--- src/rtl/router_pkt_tx.sv ---
// router_pkt_tx: packet source for the 1x3 router input port (header, payload, parity)
// Ports:
//   clk, rstn                  clock, synchronous active-low reset
//   cmd_valid/cmd_ready        command handshake, cmd_addr (0..2) and cmd_len (1..63)
//   pl_valid/pl_ready/pl_data  payload byte stream
//   busy, hold                 router flow control (header gate, payload/parity stall)
//   data_out, pkt_valid        byte stream to router data_in
//   pkt_done                   pulse in the parity cycle
//   cmd_err                    pulse when a command is dropped (addr==3 or len==0)
//   underrun                   sticky, payload starved while owed
//   tx_pkt_cnt                 completed packet count, wraps
//   err_inj                    only with PARITY_ERR_INJ_EN: invert parity of the accepted packet
module router_pkt_tx #(
   parameter int DATA_WIDTH = 8,
   parameter int LEN_WIDTH  = 6,
   parameter int CNT_WIDTH  = 16
) (
   input  logic                  clk,
   input  logic                  rstn,
   input  logic                  cmd_valid,
   output logic                  cmd_ready,
   input  logic [1:0]            cmd_addr,
   input  logic [LEN_WIDTH-1:0]  cmd_len,
   input  logic                  pl_valid,
   input  logic [DATA_WIDTH-1:0] pl_data,
   output logic                  pl_ready,
   input  logic                  busy,
   input  logic                  hold,
`ifdef PARITY_ERR_INJ_EN
   input  logic                  err_inj,
`endif
   output logic [DATA_WIDTH-1:0] data_out,
   output logic                  pkt_valid,
   output logic                  pkt_done,
   output logic                  cmd_err,
   output logic                  underrun,
   output logic [CNT_WIDTH-1:0]  tx_pkt_cnt
);
   typedef enum logic [2:0] {IDLE, WAIT_BUSY, HEADER, PAYLOAD, PARITY, GAP} state_t;
   state_t                state_q;
   logic [1:0]            addr_q;
   logic [LEN_WIDTH-1:0]  len_q, cnt_q;
   logic [DATA_WIDTH-1:0] data_q, acc_q, hdr, par_d;
   logic                  pv_q, done_q, err_q, und_q;
   logic [CNT_WIDTH-1:0]  tx_q;
   logic                  legal;
   assign legal = (cmd_addr != 2'd3) && (cmd_len != '0);
   assign hdr = DATA_WIDTH'({len_q, addr_q});
`ifdef PARITY_ERR_INJ_EN
   logic inj_q;
   assign par_d = inj_q ? ~acc_q : acc_q;
`else
   assign par_d = acc_q;
`endif
   assign cmd_ready  = (state_q == IDLE);
   assign pl_ready   = (state_q == PAYLOAD) && !hold;
   assign data_out   = data_q;
   assign pkt_valid  = pv_q;
   assign pkt_done   = done_q;
   assign cmd_err    = err_q;
   assign underrun   = und_q;
   assign tx_pkt_cnt = tx_q;
   always_ff @(posedge clk) begin
      if (!rstn) begin
         state_q <= IDLE;
         addr_q  <= '0;
         len_q   <= '0;
         cnt_q   <= '0;
         data_q  <= '0;
         acc_q   <= '0;
         pv_q    <= 1'b0;
         done_q  <= 1'b0;
         err_q   <= 1'b0;
         und_q   <= 1'b0;
         tx_q    <= '0;
`ifdef PARITY_ERR_INJ_EN
         inj_q   <= 1'b0;
`endif
      end else begin
         done_q <= 1'b0;
         err_q  <= 1'b0;
         case (state_q)
            IDLE: if (cmd_valid) begin
               if (legal) begin
                  addr_q  <= cmd_addr;
                  len_q   <= cmd_len;
`ifdef PARITY_ERR_INJ_EN
                  inj_q   <= err_inj;
`endif
                  state_q <= WAIT_BUSY;
               end else begin
                  err_q <= 1'b1;
               end
            end
            WAIT_BUSY: if (!busy) begin
               data_q  <= hdr;
               acc_q   <= hdr;
               pv_q    <= 1'b1;
               cnt_q   <= '0;
               state_q <= HEADER;
            end
            HEADER: state_q <= PAYLOAD;
            PAYLOAD: if (!hold) begin
               if (pl_valid) begin
                  data_q <= pl_data;
                  acc_q  <= acc_q ^ pl_data;
                  pv_q   <= 1'b1;
                  cnt_q  <= cnt_q + 1'b1;
                  if (cnt_q + 1'b1 == len_q) state_q <= PARITY;
               end else begin
                  und_q <= 1'b1;
               end
            end
            PARITY: if (!hold) begin
               data_q  <= par_d;
               pv_q    <= 1'b0;
               done_q  <= 1'b1;
               tx_q    <= tx_q + 1'b1;
               state_q <= GAP;
            end
            GAP: begin
               data_q  <= '0;
               pv_q    <= 1'b0;
               state_q <= IDLE;
            end
            default: state_q <= IDLE;
         endcase
      end
   end
endmodule

--- config.mk ---
export PLATFORM = sky130hd
export DESIGN_NAME = router_pkt_tx
export DESIGN_NICKNAME = d
export VERILOG_FILES = /design/src/rtl/router_pkt_tx.sv
export SDC_FILE = /design/constraint.sdc
export NUM_CORES = 1
export LEC_CHECK = 0
export CAP_MARGIN = 20
export CORE_MARGIN = 3
export CORE_UTILIZATION = 50
export CTS_CLUSTER_SIZE = 16
export DETAILED_ROUTE_END_ITERATION = 10
export PLACE_DENSITY_LB_ADDON = 0.25
export SLEW_MARGIN = 10
export SYNTH_ARGS = -nofsm -noshare
export SYNTH_HDL_FRONTEND = slang
export SYNTH_SLANG_ARGS = --single-unit
export TNS_END_PERCENT = 20
--- constraint.sdc ---
create_clock -name clk -period 2.4 [get_ports clk]
set_input_delay 0.48 -clock clk [delete_from_list [all_inputs] [get_ports clk]]
set_output_delay 0.48 -clock clk [all_outputs]
set_load 0.02 [all_outputs]
==> results by group <==
Outcome
  – Status: finished, final reports clean

Timing
  – Final setup TNS: 0 ps
  – Final setup violation count: 0
  – Highest Clock Rate: 0.4595 GHz
  – Layout Skew: about 4.7 ps
  – Final Worst Setup Slack: ~220 ps
  – Least-Margin Pin Slew: 394.4 ps
  – Hold Fails Final Rpt: 0
  – Period minus WS final: ~2200 ps
  – Fin crit share: 0.9068
  – Slew Limit Fails: 0
  – RSZ-0062 raised after global routing: false
  – Worst slew margin: 0.7365
  – WHS: roughly 480 ps

Floorplanning
  – Die Y: about 82 um
  – I/O pin total: 52
  – Chip Width: slightly above 80 um
  – Core Rows: 26
  – Total die area: 0.006672 mm^2
  – CORE AREA: 0.005335 mm^2
  – Initial Util: 0.5368

Clock tree
  – Clock-pin slew on the worst setup and hold paths: about 90 ps
  – Post-CTS Repair Setup Buffers: 0
  – Skew-Pair Late Insertion Delay: 310 ps
  – CTS tree: built
  – Cts repair resizes: 0
  – CTS H-tree depth: 2
  – Sink Count: 53
  – Post-CTS Hold Buffers: 0
  – Total CTS buffers: 5
  – Clock Tree Buf Depth: 2
  – Root buffer cell: clkbuf_8

Layout
  – ANT cells: 0
  – Layout Utilization: 0.6651
  – Layout cells sized above 1: 0.06650
  – Design area: about 0.0035 mm^2
  – Fillers: ~490
  – Commonest non-fill, non-tap cells in the layout: dfxtp_1 (53), clkdlybuf4s50_1 (51), nor2_1 (39)
  – Commonest non-fill, non-tap cell in the layout: dfxtp_1
  – Area growth from synthesis to layout: 23.90%
  – Final non-filler cell total: 461
  – Nets: approximately 410

Global route
  – First-pass GRT wire length: around 12000 um
  – Grt met3 use: 0.04715
  – GR Util met1: 0.3045
  – Final global-route overflow total: 0
  – Initial antenna violation count: 0
  – Grt peak-use layer: met2
  – Total track usage: 0.2201
  – GR met2 Demand/Resource: 0.3412
  – Largest net degree at the start of global routing: 32
  – Vias in the first global route: ~2500

Power and ir drop
  – P_leak: between 1 and 1.5 nW
  – Seq pwr share: 0.383
  – Sw Share: 0.3851
  – Peak VDD IR: 518.4 uV
  – P_int: ~1.8 mW
  – Power Total: approximately 2.9 mW
  – Power share of the combinational group: 0.437
  – Cell area power density: roughly 820 mW/mm^2
  – Clk pwr share: 0.181
  – NetSw: between 1 and 1.5 mW

Detailed routing
  – Drt pass-1 iters: 4
  – Vias per cell: approximately 5.8
  – Final wirelength: just under 7000 um
  – DRC violations left: 0
  – Via count: between 2000 and 3000
  – Mean routed wirelength per cell: approximately 15 um
  – Antenna-violating nets left: 0
  – Drt first-iter violations: 186

Synth
  – Syn Nets: between 300 and 400
  – Synth Register Bits: 53
  – Main combinational cell family by area after synthesis: simple AND/OR/NAND/NOR gates
  – Compound-gate portion of the synthesized area: 0.1660
  – Post-synth EDFFs: 0
  – Distinct cell type count of the synthesized netlist: between 40 and 50
  – Post-synthesis xor/xnor area fraction: 0.06422
  – Synth Instances: 341
  – Syn Area/Cell: around 8.4 um^2
  – Syn. warnings: 0
  – Seq/Total Area, Yosys: 0.3705
  – Dominant synthesized flop cell: dfxtp_1
  – Synthesized-area fraction occupied by adder cells: 0.008737
  – Mux share of post-synthesis cell area: 0.05941
  – Post-synthesis async set-or-reset flop share: 0
  – Simple-gate share of the synthesized area: 0.2870
  – Cell area after synthesis: between 0.002 and 0.003 mm^2

Worst setup path
  – CP max stage cell: clkdlybuf4s50_1
  – CP Launch Type: flop
  – Slowest cell delay on critical path: between 600 and 700 ps
  – CP required: between 1500 and 2000 ps
  – CP Buf/Inv Count: 1
  – Crit. End Element: primary output
  – Crit Path Max Fanout: 8
  – Data arrival time of the critical path: about 1700 ps
  – R2R Setup Slk: ~500 ps
  – CP Class: reg2out
  – CP cell instances: nor3_2 > clkdlybuf4s50_1
  – Worst path top cell family by delay: buffers and inverters

Place
  – Placed Cells: 453
  – Post-DP HPWL: 4837 um
  – Area post-placement: approximately 0.0035 mm^2
  – Count of buffers from port buffering: just over 50
  – GPL Wtd Cong: between 0.8 and 0.9
  – Place WS: 158.1 ps

Run
  – Max-cap viol count: 0

Min path
  – HP Class: reg2reg
-- path summary, 6_finish.rpt --
check | from | end | depth (start not counted)
max | state_q[1] | cmd_ready | 2
min | underrun | underrun | 1
max reg2reg | state_q[2] | data_out[6] | 7
min reg2reg | underrun | underrun | 1
-- flip-flops by register name, summed over array words and instances, names as in the netlist --
signal	cells
underrun	1
acc_q	8
tx_pkt_cnt	16
len_q	6
cmd_err	1
pkt_valid	1
state_q	3
pkt_done	1
data_out	8
cnt_q	6
addr_q	2
-- Yosys cell counts, drive strengths merged, types with 3 or more instances --
cell / count / share of area
dfxtp: 53 / 0.37
nor2: 39 / 0.051
a21oi: 31 / 0.054
mux2i: 17 / 0.059
nor2b: 17 / 0.037
o21ai: 17 / 0.031
nor3b: 15 / 0.039
clkbuf: 14 / 0.018
xor2: 12 / 0.037
nand2: 11 / 0.014
nand3: 11 / 0.021
and3: 10 / 0.022
o21a: 9 / 0.024
xnor2: 9 / 0.028
a211oi: 8 / 0.021
buf: 8 / 0.019
nor3: 8 / 0.017
and2: 7 / 0.015
or3: 6 / 0.013
inv: 5 / 0.0066
nand4: 4 / 0.0087
a31oi: 3 / 0.0066
and4: 3 / 0.0092
-- layout make-up --
cell class              instances  area, um^2  area share
inverters                       5       18.77    0.005289
multi-input cells             261        1677      0.4725
clock inverters                 2       13.76    0.003879
repair buffers                 64       608.1      0.1714
well taps                      70       87.58     0.02468
flip-flops and latches         53        1061      0.2990
clock buffers                   6       82.58     0.02327
-- cell families after synthesis --
group | count (synthesis)
flip-flops | 53
XOR/XNOR | 21
adder cells (fa/ha/maj) | 2
multiplexers | 17
AO/OA/AOI/OAI | 78
AND/OR/NAND/NOR | 143
buffers and inverters | 27
-- power by group through the flow --
| stage | registers, mW | logic, mW | clock network [mW] |
|---|---|---|---|
| 3_3_place_gp | 1.13 | 1.23 | 0 |
| 3_5_place_dp | 1.13 | 1.25 | 0 |
| 6_report | 1.11 | 1.27 | 0.523 |
| 5_1_grt | 1.13 | 1.39 | 0.576 |
| 4_1_cts | 1.11 | 1.26 | 0.539 |
| 2_1_floorplan | 1.13 | 0.868 | 0 |
-- routing by layer --
metal,routed length (um),up-vias
li1,-,1307
met5,0,-
met1,3212,1255
met2,2998,89
met3,463,13
met4,94,0
Power figures use the tool's default switching activity.
